===== src/rtl/fifo_pkg.sv =====
// Shared FIFO helpers: address-width calculation and pointer-based full/empty tests.
// Used by the single-clock core and the dual-clock variant.
package fifo_pkg;

  localparam int PTR_MAX_W = 32;

  function automatic int addr_w(input int size);
    return $clog2(size);
  endfunction

  // Pointers are passed zero-extended; aw is the address width, so bit aw is the wrap bit.
  function automatic logic ptr_empty(input logic [PTR_MAX_W-1:0] rd,
                                     input logic [PTR_MAX_W-1:0] wr);
    return rd == wr;
  endfunction

  // Full when only the wrap bit differs.
  function automatic logic ptr_full(input logic [PTR_MAX_W-1:0] rd,
                                    input logic [PTR_MAX_W-1:0] wr,
                                    input int unsigned aw);
    return (rd ^ wr) == (PTR_MAX_W'(1) << aw);
  endfunction

endpackage


===== src/rtl/fifo_ram.sv =====
// Dual-port register storage: synchronous write port, registered read port with enable.
// The array itself is never reset; only the read register is.
module fifo_ram
  import fifo_pkg::*;
#(
  parameter int SIZE  = 8,
  parameter int WIDTH = 4,
  localparam int AW   = addr_w(SIZE)
) (
  input  logic             clk,
  input  logic             rst,
  input  logic             we,
  input  logic [AW-1:0]    waddr,
  input  logic [WIDTH-1:0] wdata,
  input  logic             re,
  input  logic [AW-1:0]    raddr,
  output logic [WIDTH-1:0] rdata
);

  logic [WIDTH-1:0] mem_q [SIZE];
  logic [WIDTH-1:0] rdata_d;
  logic [WIDTH-1:0] rdata_q;

  always_comb begin
    rdata_d = rdata_q;
    if (re) rdata_d = mem_q[raddr];
  end

  always_ff @(posedge clk) begin
    if (we) mem_q[waddr] <= wdata;
  end

  always_ff @(posedge clk) begin
    if (rst) rdata_q <= '0;
    else     rdata_q <= rdata_d;
  end

  assign rdata = rdata_q;

endmodule


===== src/rtl/fifo_sync_core.sv =====
// Single-clock FIFO core: binary pointers one bit wider than the address, flags and storage.
// Define FIFO_ERR_FLAG_EN to add sticky overflow/underflow outputs.
module fifo_sync_core
  import fifo_pkg::*;
#(
  parameter int SIZE  = 8,
  parameter int WIDTH = $clog2(SIZE) + 1,
  localparam int AW   = addr_w(SIZE)
) (
  input  logic             clk,
  input  logic             srst,
  input  logic             w_en,
  input  logic             r_en,
  input  logic [WIDTH-1:0] data_in,
  output logic [WIDTH-1:0] data_out,
  output logic             full,
  output logic             empty,
  output logic [AW:0]      read_ptr,
  output logic [AW:0]      wrt_ptr
`ifdef FIFO_ERR_FLAG_EN
  ,
  output logic             overflow,
  output logic             underflow
`endif
);

  logic [AW:0] rd_ptr_d, rd_ptr_q;
  logic [AW:0] wr_ptr_d, wr_ptr_q;
  logic        wr_acc;
  logic        rd_acc;

  assign empty = ptr_empty(PTR_MAX_W'(rd_ptr_q), PTR_MAX_W'(wr_ptr_q));
  assign full  = ptr_full(PTR_MAX_W'(rd_ptr_q), PTR_MAX_W'(wr_ptr_q), AW);

  always_comb begin
    wr_acc   = w_en && !full;
    rd_acc   = r_en && !empty;
    rd_ptr_d = rd_ptr_q + (AW+1)'(rd_acc);
    wr_ptr_d = wr_ptr_q + (AW+1)'(wr_acc);
  end

  always_ff @(posedge clk) begin
    if (srst) begin
      rd_ptr_q <= '0;
      wr_ptr_q <= '0;
    end else begin
      rd_ptr_q <= rd_ptr_d;
      wr_ptr_q <= wr_ptr_d;
    end
  end

  // Reset blocks the write strobe so a discarded cycle leaves storage untouched.
  fifo_ram #(
    .SIZE  (SIZE),
    .WIDTH (WIDTH)
  ) u_ram (
    .clk   (clk),
    .rst   (srst),
    .we    (wr_acc && !srst),
    .waddr (wr_ptr_q[AW-1:0]),
    .wdata (data_in),
    .re    (rd_acc),
    .raddr (rd_ptr_q[AW-1:0]),
    .rdata (data_out)
  );

  assign read_ptr = rd_ptr_q;
  assign wrt_ptr  = wr_ptr_q;

`ifdef FIFO_ERR_FLAG_EN
  logic ovf_d, ovf_q;
  logic unf_d, unf_q;

  always_comb begin
    ovf_d = ovf_q || (w_en && full);
    unf_d = unf_q || (r_en && empty);
  end

  always_ff @(posedge clk) begin
    if (srst) begin
      ovf_q <= 1'b0;
      unf_q <= 1'b0;
    end else begin
      ovf_q <= ovf_d;
      unf_q <= unf_d;
    end
  end

  assign overflow  = ovf_q;
  assign underflow = unf_q;
`endif

endmodule


===== config.mk =====
export PLATFORM = sky130hd
export DESIGN_NAME = fifo_sync_core
export DESIGN_NICKNAME = d
export VERILOG_FILES = /design/src/rtl/fifo_pkg.sv /design/src/rtl/fifo_ram.sv /design/src/rtl/fifo_sync_core.sv
export SDC_FILE = /design/constraint.sdc
export NUM_CORES = 1
export LEC_CHECK = 0
export BUFFER_PORTS_ARGS = -buffer_cell sky130_fd_sc_hd__clkbuf_2
export CAP_MARGIN = 20
export CORE_MARGIN = 10
export CORE_UTILIZATION = 56
export CTS_CLUSTER_SIZE = 8
export DETAILED_ROUTE_END_ITERATION = 7
export PLACE_DENSITY = 0.77
export SLEW_MARGIN = 25
export SYNTH_ARGS = -nofsm -noshare
export SYNTH_HDL_FRONTEND = slang
export SYNTH_HIERARCHICAL = 1
export SYNTH_SLANG_ARGS = --single-unit

===== constraint.sdc =====
create_clock -name clk -period 1.8 [get_ports clk]
set_input_delay 0.18 -clock clk [delete_from_list [all_inputs] [get_ports clk]]
set_output_delay 0.18 -clock clk [all_outputs]
set_load 0.1 [all_outputs]

Word level (Yosys, flattened, before mapping)
Memories as Yosys holds them, arrays and structs flattened. A register that Yosys moved wholly into a read port is not among the register bits.
Cells that the tools add are included.
Widths: inputs -> output; s select.
{"block": "totals", "ff_bits": 8, "mem_bits_rw": 32, "in_bits": 8, "output_inout_bits": 14, "elab_cells": 16, "memories": 1}
{"block": "op_classes", "add_sub_neg": 2, "n_eq_ne": 2, "mux": 2, "bitwise_logic": 1, "reduce_logical": 6}
{"name": "u_ram.mem_q", "words": 8, "width": 4, "read_ports": 1, "rd_ports_with_merged_regs": 1, "write_ports": 1, "line": "fifo_ram.sv:20", "source": "logic [WIDTH-1:0] mem_q [SIZE];"}
{"cell": "$add 4x1->4", "count": 2}
{"cell": "$eq 4x4->1", "count": 1}
{"cell": "$eq 4x4->1 const B", "count": 1}
{"cell": "$xor 4x4->4", "count": 1}
{"cell": "$logic_and 1x1->1", "count": 3}
{"cell": "$logic_not 1->1", "count": 3}
{"cell": "$mux 1", "count": 2}

Longest topological paths before layout
Gate-level depths: netlist of the first run.
{"block": "logic_depth", "word_depth": 7, "depth_mapped": 7, "depth_no_buf": 7}

By module
Netlist of the first run, hierarchy kept.
{"mod": "fifo_ram", "instances": 1, "cells_each": 80, "area_each_um2": 1430.1, "seq_area_each_um2": 1041.0}
{"mod": "fifo_sync_core", "instances": 1, "cells_each": 37, "area_each_um2": 379.1, "seq_area_each_um2": 160.2}

Worst setup path before layout of the first run
No wires, ideal clock.
{"block": "synth_path", "path_type": "register to output", "from": "register rd_ptr_q[1], in the netlist read_ptr[1]", "to": "output empty", "t_arrival_ps": 2725, "t_required_ps": 1620, "setup_slack_ps": -1105, "path_stages_with_launch": 4, "path_buffers": 0, "path_cell_list": "dfxtp_1 xnor2_1 nand3_1 nor2_1"}
{"block": "synth_between", "elab_chain_len": 1}
{"element": "start: declaration", "line": "fifo_sync_core.sv:27", "source": "logic [AW:0] rd_ptr_d, rd_ptr_q;"}
{"element": "start signal: assignment", "line": "fifo_sync_core.sv:47", "source": "rd_ptr_q <= rd_ptr_d;"}
{"element": "$eq 4x4->1", "line": "fifo_pkg.sv:14", "source": "return rd == wr;"}
{"element": "end: declaration", "line": "fifo_sync_core.sv:17", "source": "output logic empty,"}
No other way between the ends.

Worst setup path after layout of the first run
{"block": "layout_path", "from": "register rd_ptr_q[3], in the netlist read_ptr[3]", "to": "register wr_ptr_q[2], in the netlist wrt_ptr[2]"}
{"block": "layout_between", "elab_chain_len": 5}
{"element": "$xor 4x4->4", "line": "fifo_pkg.sv:21", "source": "return (rd ^ wr) == (PTR_MAX_W'(1) << aw);"}
{"element": "$eq 4x4->1", "line": "fifo_pkg.sv:21"}
{"element": "$logic_not 1->1", "line": "fifo_sync_core.sv:36", "source": "wr_acc = w_en && !full;"}
{"element": "$logic_and 1x1->1", "line": "fifo_sync_core.sv:36"}
{"element": "$add 4x1->4", "line": "fifo_sync_core.sv:39", "source": "wr_ptr_d = wr_ptr_q + (AW+1)'(wr_acc);"}
{"element": "end signal: assignment", "line": "fifo_sync_core.sv:48", "source": "wr_ptr_q <= wr_ptr_d;"}
{"element": "end: declaration", "line": "fifo_sync_core.sv:28", "source": "logic [AW:0] wr_ptr_d, wr_ptr_q;"}
No other way between the ends.
A chain may end at the register's enable or synchronous reset.

==> results.cfg, run 1 <==
[synth]
synthAdderAreaFrac = 0.0277
yosys_most_used_dff = edfxtp_1
synth_top_family_by_area = multiplexers
muxShareOfSynthArea = 0.138
netlist.area_leader.share = 0.531
synth_edf_count = 32
synth.most_common_cell = edfxtp_1
ys_seq_area_frac = 0.664
ys_ff_latch = 44
synth_xor_area_frac = 0.0429
synth_area_per_cell_sq_um = 15.5
synthArstFlopShare = 0
synth-simple-area-share = 0.0851
synth_area_sq_um = 1810
synthCells = 117
synth.area.top_cells = edfxtp_1, dfxtp_1, mux2i_1
synth_warnings = 6
synth_compound_area_frac = 0.0207
ys_top_cells_by_count = edfxtp_1, mux2i_1, nor2_1
synth_cell_type_count = 23
syn_nets = 129
synth_top_area_cell = edfxtp_1

[place]
portBuffers = 21
gp_congestion = 0.750
place_ws_ns = 0.0828

[worst_setup_path]
end_kind = register
worstPathArrival_ns = 1.98
path_class = reg2reg
path_max_fanout = 3
worst-endpoint-required_ns = 2.07
crit_path_start_kind = register
ff2ff_path_depth = 7

[sta]
rsz0062_at_grt = yes
setup_violations = 0
fin_worst_skew_ns = 0.0106
worst_pin_slew_ns = 0.552
slew_headroom = 0.633
hold_ws_ns = 0.0872
setup_ws_ns = 0.0860
finalCritPeriodShare = 0.952
max_freq_mhz = 583
drv_slew = 0
fin_crit_ns = 1.71
hold_violations = 0

[power_and_ir_drop]
p_leak_nw = 0.790
p_total_mw = 2.54
ir_drop_v = 0.000621
cellPowerDensity_nw_per_um2 = 1170

[floorplan]
ios = 22
coreArea_sq_um = 3080
initial_core_util = 0.588
die_w_um = 76.8
die_y_um = 76.8
num_rows = 20
dieArea_sq_um = 5900

[routing]
vias = 1037
vias_per_cell = 5.35
firstDrtPassIters = 4
wl_per_cell_um = 17.7
antenna_left = 0
drc = 0
wl_um = 3430
drt_iter0_drc = 76

[cts]
htree_levels = 2
cts_sinks = 44
clk_latency_ns = 0.37
numCtsBuffers = 5
root_buffer = clkbuf_4
cts.clk_slew.worst_paths_ns = 0.13
clk_path_buf_depth = 2
cts_tree = done
holdBufCountCts = 0

[layout]
area_growth_pct = 19.9
final_nets = 161
drive_above_1_share = 0.367
antenna_cells = 0
fin_util = 0.705

[grt]
antenna_found_initial = 0
grt-ovfl-total = 0
grt_max_degree = 17
grt_use_total = 0.126
grt_pass1_wl_um = 5800
grt_pass1_vias = 1100

[min_path]
holdPathStages = 1
hold_path.class = in2reg

[flow_run]
maxCapViolCount = 0

[run_status]
status = complete, no violations
[where the power goes]
part	internal (mW)	total, mW	switching [mW]
clock	0.297	0.621	0.324
combinational	0.232	0.751	0.519
sequential	1.13	1.17	0.0395
total	1.66	2.54	0.883
[kinds of logic after synthesis]
kind of cell             after synthesis
AO/OA/AOI/OAI                          5
XOR/XNOR                               8
adder cells (fa/ha/maj)                4
buffers and inverters                  4
flip-flops                            44
multiplexers                          20
AND/OR/NAND/NOR                       32
[critical path: stages (launching register included)]
cell and delay (ns):
dfxtp_4 0.38, xor2_2 0.27, nand4_1 0.17, and2_1 0.20
ha_1 0.20, ha_1 0.20, xnor2_1 0.14, nor2_1 0.05
[sequential cells by signal, indices dropped and copies added (netlist names)]
name and flops:
u_ram/mem_q 32, read_ptr 4, u_ram/rdata 4, wrt_ptr 4
[final cells by class]
| cell class | count | area [sq um] |
|---|---|---|
| clock buffer | 5 | 37.5 |
| clock inverter | 3 | 47.5 |
| fill | 216 | 908 |
| inverter | 1 | 3.75 |
| multi-input combinational | 69 | 607 |
| sequential | 44 | 1230 |
| tap | 44 | 55.1 |
| timing repair buffer | 28 | 188 |
[worst paths after layout]
path	from	end	slack, ns
min	data_in[0]	u_ram/mem_q[3][0]	0.09
max reg2reg	read_ptr[3]	wrt_ptr[2]	0.09
min reg2reg	u_ram/rdata[3]	u_ram/rdata[3]	0.50
max	read_ptr[3]	wrt_ptr[2]	0.09
[stage by stage]
| stage | TNS, ns | cell area (sq um) | cells |
|---|---|---|---|
| after floorplan | 0 | 1860 | 117 |
| after global placement | 0 | 2070 | 186 |
| after detailed placement | 0 | 2070 | 186 |
| after CTS | 0 | 2160 | 194 |
| after global routing | -0.0305 | 2170 | 194 |
| final | 0 | 2170 | 194 |
[cells in the final DEF, fill, tap and decap left out, types with 3 or more instances in the layout]
| cell | netlist | routed |
|---|---|---|
| xnor2_1 | 4 | 3 |
| a211oi_1 | 4 | 4 |
| edfxtp_1 | 32 | 32 |
| ha_1 | 4 | 4 |
| nand2b_1 | 3 | 3 |
| dfxtp_4 | 0 | 8 |
| clkbuf_2 | 0 | 19 |
| dfxtp_1 | 12 | 4 |
| mux2i_1 | 16 | 16 |
| nor2b_1 | 4 | 4 |
| nor2_1 | 15 | 14 |
| buf_4 | 0 | 7 |
| mux4_2 | 4 | 4 |
| clkbuf_4 | 0 | 5 |
[per-layer routing]
metal | part of all wire | track usage | vias up
li1 | - | - | 499
met1 | 0.43 | 0.145 | 514
met2 | 0.51 | 0.206 | 19
met3 | 0.043 | 0.0420 | 5
met4 | 0.015 | 0.0613 | 0
met5 | 0 | 0 | -
[timing repair]
action / CTS / global route
buffers inserted: 0 / 0
hold endpoints to repair: 0 / 0
endpoints found under the setup margin: 0 / 5
gates resized for setup: 0 / 2
Note: power is estimated with default switching activity, not from simulation.
==> inputs of run 2 (changes only) <==
- PLACE_DENSITY: 0.77 -> unset
- PLACE_DENSITY_LB_ADDON: unset -> 0.3
==> run 2 against run 1 <==
  * Final area rose by 1.7%
  * Die area stayed put
  * Maximum frequency down 2.2%
  * Combinational power up 2%
  * Sequential power barely moved
  * Critical path type unchanged
  * Largest power group unchanged
==> results.cfg, run 2 (synthesized netlist as in run 1, its figures left out) <==
[sta]
setup_ws_ns = 0.0465
fin_worst_skew_ns = 0.0153
fin_crit_ns = 1.75
hold_violations = 0
worst_pin_slew_ns = 0.569
finalCritPeriodShare = 0.974
rsz0062_at_grt = yes
max_freq_mhz = 570
setup_violations = 0
drv_slew = 0
slew_headroom = 0.622

[min_path]
hold_path.class = in2reg

[routing]
firstDrtPassIters = 4
vias = 1065
drt_iter0_drc = 59
antenna_left = 0
wl_per_cell_um = 19.2
wl_um = 3680
vias_per_cell = 5.55
drc = 0

[power_and_ir_drop]
intPower_mw = 1.80
switching_power_uw = 874
switching_share = 0.327
ir_drop_v = 0.000690
combPwrFrac = 0.286
clkPwrFrac = 0.275
p_total_mw = 2.68
cellPowerDensity_nw_per_um2 = 1210
p_leak_nw = 0.790
seqPwrFrac = 0.438

[layout]
multi_input_area_sq_um = 642
area_growth_pct = 21.9
largest-register = u_ram/mem_q
layout.cells.non_filler = 192
fillers = 220
drive_above_1_share = 0.372
final_nets = 159
antenna_cells = 0
largest_reg_flops = 32
layout_common_cells = edfxtp_1, clkbuf_2, mux2i_1, nor2_1, dfxtp_4
final_common_cell = edfxtp_1
register_area_sq_um = 1230

[floorplan]
dieArea_sq_um = 5900
die_w_um = 76.8
die_y_um = 76.8
initial_core_util = 0.588
ios = 22
coreArea_sq_um = 3080
num_rows = 20

[worst_setup_path]
crit_family = simple AND/OR/NAND/NOR gates
crit_buf_inv = 0
slowest_stage = dfxtp_4
path_class = reg2reg
path_max_fanout = 8
critical-path-max-stage-delay_ns = 0.41
crit_chain = xnor2_4, nand4_1, and3b_1, nand2b_1, nor3_2
worstPathArrival_ns = 1.77
crit_path_start_kind = register
worst-endpoint-required_ns = 1.82
end_kind = register

[cts]
clk_path_buf_depth = 2
clk_latency_ns = 0.36
numCtsBuffers = 5
htree_levels = 2
cts_sinks = 44
cts.clk_slew.worst_paths_ns = 0.13
cts_tree = done
root_buffer = clkbuf_4

[place]
dp_cells = 184
hpwl_um = 2500
portBuffers = 21
gp_congestion = 0.764
place_ws_ns = 0.0550

[grt]
grt-ovfl-total = 0
grt_use_total = 0.128
antenna_found_initial = 0
grt_pass1_wl_um = 5790
grt_max_degree = 17
grt_pass1_vias = 1070

[run_status]
status = complete, no violations

[flow_run]
maxCapViolCount = 0
[run 2: stage by stage]
step / hold slack, ns / cell area [sq um] / TNS, ns / util
floorplan: 0.242 / 1860 / 0 / -
global placement: 0.466 / 2060 / 0 / 0.668
detailed placement: 0.475 / 2060 / 0 / 0.668
CTS: 0.0994 / 2160 / 0 / 0.701
global route: 0.107 / 2210 / -0.286 / 0.717
finish: 0.104 / 2210 / 0 / 0.717
[run 2: final cells by class]
type,instances,share of cell area
Timing Repair Buffer,26,0.0783
Clock inverter,2,0.0272
Clock buffer,6,0.0187
Sequential cell,44,0.558
Tap cell,44,0.0250
Inverter,1,0.00170
Multi-Input combinational cell,69,0.291
[run 2: layer usage]
layer / vias up / routed length, um / GRT usage
met5: - / 0 / 0
met3: 4 / 265 / 0.0501
met4: 0 / 53 / 0.0558
met2: 37 / 1800 / 0.194
li1: 494 / - / -
met1: 530 / 1560 / 0.158
[run 2: worst paths after layout]
check                 start           endpoint  slack (ns)  cells past startpoint
max              wrt_ptr[0]  u_ram/mem_q[0][3]        0.05                      5
min              data_in[2]  u_ram/mem_q[0][2]        0.10                      1
max reg2reg      wrt_ptr[0]  u_ram/mem_q[0][3]        0.05                      5
min reg2reg  u_ram/rdata[3]     u_ram/rdata[3]        0.50                      2
[run 2: timing repair]
item / in CTS / in global routing
setup buffers: 0 / 0
hold buffers: 0 / 0
gates resized for setup: 0 / 7
setup endpoints to repair: 0 / 20
[run 2: worst reg2reg max path, cell delays in order (launching register included)]
cell	delay [ns]
dfxtp_4	0.41
xnor2_4	0.16
nand4_1	0.15
and3b_1	0.20
nand2b_1	0.14
nor3_2	0.37
[run 2: power by group through the flow]
stage | combinational, mW | sequential, mW | clock, mW
floorplan | 0.360 | 1.43 | 0
detailed placement | 0.739 | 1.19 | 0
finish | 0.766 | 1.17 | 0.737
global placement | 0.726 | 1.19 | 0
CTS | 0.745 | 1.17 | 0.749
global route | 0.801 | 1.18 | 0.800
==> inputs of run 3 (changes only) <==
- ABC_AREA: unset -> 1
- CORE_UTILIZATION: 56 -> 57
==> run 3 against run 2 <==
  * Via count grew 38%
  * Hold slack better by 0.020 ns
  * Maximum frequency rose by 1.5%
  * First-iteration DRC count is 25% higher
  * Clock power shrank 17%
  * Combinational power shrank 9.1%
  * Global-route usage grew 1.6 points
  * Clock skew shrank 0.011 ns
  * Power shrank 8.3%
  * Wire length is 12% higher
  * Largest cell class unchanged
  * Sequential power is essentially flat
  * Flip-flop and latch count is the same
==> results.cfg, run 3 <==
[layout]
largest-register = u_ram/mem_q
largest_reg_flops = 32
drive_above_1_share = 0.231
final_nets = 262
layout.cells.non_filler = 297
antenna_cells = 0
layout_common_cells = nand2_1, inv_1, edfxtp_1, nand3_1, clkbuf_2
area_growth_pct = 16.5
final_common_cell = nand2_1

[sta]
hold_ws_ns = 0.124
rsz0062_at_grt = yes
setup_tns_ns = 0
fin_worst_skew_ns = 0.00403
worst_pin_slew_ns = 0.550
drv_slew = 0
fin_crit_ns = 1.73
setup_violations = 0
slew_headroom = 0.635
hold_violations = 0
max_freq_mhz = 579
finalCritPeriodShare = 0.960

[floorplan]
ios = 22
initial_core_util = 0.599
die_w_um = 79.5
dieArea_sq_um = 6310
num_rows = 21
die_y_um = 79.5
coreArea_sq_um = 3360

[synth]
synth_edf_count = 32
synthArstFlopShare = 0
synth_warnings = 6
synth_area_sq_um = 2010
synthCells = 224
synth_cell_type_count = 19
synth_top_area_cell = edfxtp_1
ys_seq_area_frac = 0.596
synth.area.top_cells = edfxtp_1, dfxtp_1, inv_1
ys_top_cells_by_count = inv_1, nand2_1, edfxtp_1
syn_nets = 236
netlist.area_leader.share = 0.477
yosys_most_used_dff = edfxtp_1
ys_ff_latch = 44
synth.most_common_cell = inv_1
synth_area_per_cell_sq_um = 8.99

[cts]
cts_tree = done
post-cts-setup-buffers = 0
root_buffer = clkbuf_4
numCtsBuffers = 5
clk_latency_ns = 0.36
htree_levels = 2
cts.clk_slew.worst_paths_ns = 0.12
clk_path_buf_depth = 2
holdBufCountCts = 0
cts_sinks = 44

[flow_run]
maxCapViolCount = 0

[place]
hpwl_um = 3020
portBuffers = 21
dp_cells = 289
gp_congestion = 0.867

[power_and_ir_drop]
p_leak_nw = 1.06
ir_drop_v = 0.000745
cellPowerDensity_nw_per_um2 = 1050

[worst_setup_path]
crit_top_cell = nand2_1
crit_path_start_kind = register
reg2reg_from = read_ptr[3]
crit_chain = inv_1, nand2_1, nand2_1, nor2_1, nand2_1, nand2_2, nor2_1, nand2_1, nor2_1
worst-r2r-setup-slack_ns = 0.07
ff2ff_path_depth = 9
end_kind = register
path_class = reg2reg
path_max_fanout = 4
r2r-end = u_ram/mem_q[1][0]
critical-path-max-stage-delay_ns = 0.37
worstPathArrival_ns = 1.76
slowest_stage = dfxtp_4
worst-endpoint-required_ns = 1.83

[grt]
grt_pass1_wl_um = 6950
grt-ovfl-total = 0
antenna_found_initial = 0
grt_pass1_vias = 1460
grt_max_degree = 20
grt_use_total = 0.144

[min_path]
min_from = srst
holdPathStages = 2
hold_path_end = read_ptr[2]
hold_path.class = in2reg

[run_status]
status = complete, no violations

[routing]
drt_iter0_drc = 74
antenna_left = 0
wl_um = 4110
wl_per_cell_um = 13.8
firstDrtPassIters = 4
vias = 1469
drc = 0
vias_per_cell = 4.95
==> run 3: layout make-up <==
class	count	area [sq um]
repair buffers	24	158
multi-input cells	120	611
flip-flops and latches	44	1230
inverters	55	209
clock buffers	5	37.5
fillers	291	1020
clock inverters	3	42.5
well taps	46	57.6
==> run 3: repair_timing <==
item                                    CTS  global route
endpoints found under the setup margin    0            17
resized for setup                         0             3
endpoints found under the hold margin     0             0
==> run 3: worst max path at each step <==
stage	from	end	slack [ns]	cells past startpoint
after detailed placement	read_ptr[3]	u_ram/mem_q[1][2]	0.09	9
after CTS	read_ptr[3]	u_ram/mem_q[1][0]	0.06	9
after global routing	read_ptr[3]	u_ram/mem_q[7][0]	-0.07	9
after global placement	wrt_ptr[3]	u_ram/mem_q[1][2]	0.15	9
after floorplan	read_ptr[0]	read_ptr[2]	-0.39	11
final	read_ptr[3]	u_ram/mem_q[1][0]	0.07	9
==> run 3: cell families after synthesis <==
group | synth area share
adder cells (fa/ha/maj) | 0.0248
XOR/XNOR | 0.00870
AO/OA/AOI/OAI | 0.0342
flip-flops | 0.596
buffers and inverters | 0.123
AND/OR/NAND/NOR | 0.213
==> run 3: where the power goes <==
part	total [mW]	leakage, nW	internal (mW)	switching (mW)
registers	1.15	0.393	1.12	0.0269
logic	0.696	0.623	0.168	0.528
clock network	0.609	0.0428	0.290	0.318
total	2.45	1.06	1.58	0.873
==> run 3: layer usage <==
metal  GRT usage  vias up  routed length (um)
met2       0.244       37                2110
met5           0        -                   0
met1       0.162      677                1710
met4      0.0591        0                  80
met3      0.0473        9                 206
li1            -      746                   -
==> run 3: critical path, delay by kind of cell (launching register included) <==
| family | cells | cell delay, ns |
|---|---|---|
| simple gates | 8 | 0.96 |
| buf+inv | 1 | 0.08 |
| flops | 1 | 0.37 |
==> run 3: through the flow <==
stage | utilization | setup WS [ns] | power [mW] | area, sq um
final | 0.698 | 0.0725 | 2.45 | 2350
after CTS | 0.695 | 0.0609 | 2.47 | 2340
after global placement | 0.672 | 0.152 | 1.86 | 2260
after global routing | 0.698 | -0.0734 | 2.58 | 2350
after detailed placement | 0.672 | 0.0924 | 1.87 | 2260
after floorplan | - | -0.394 | 1.73 | 2080
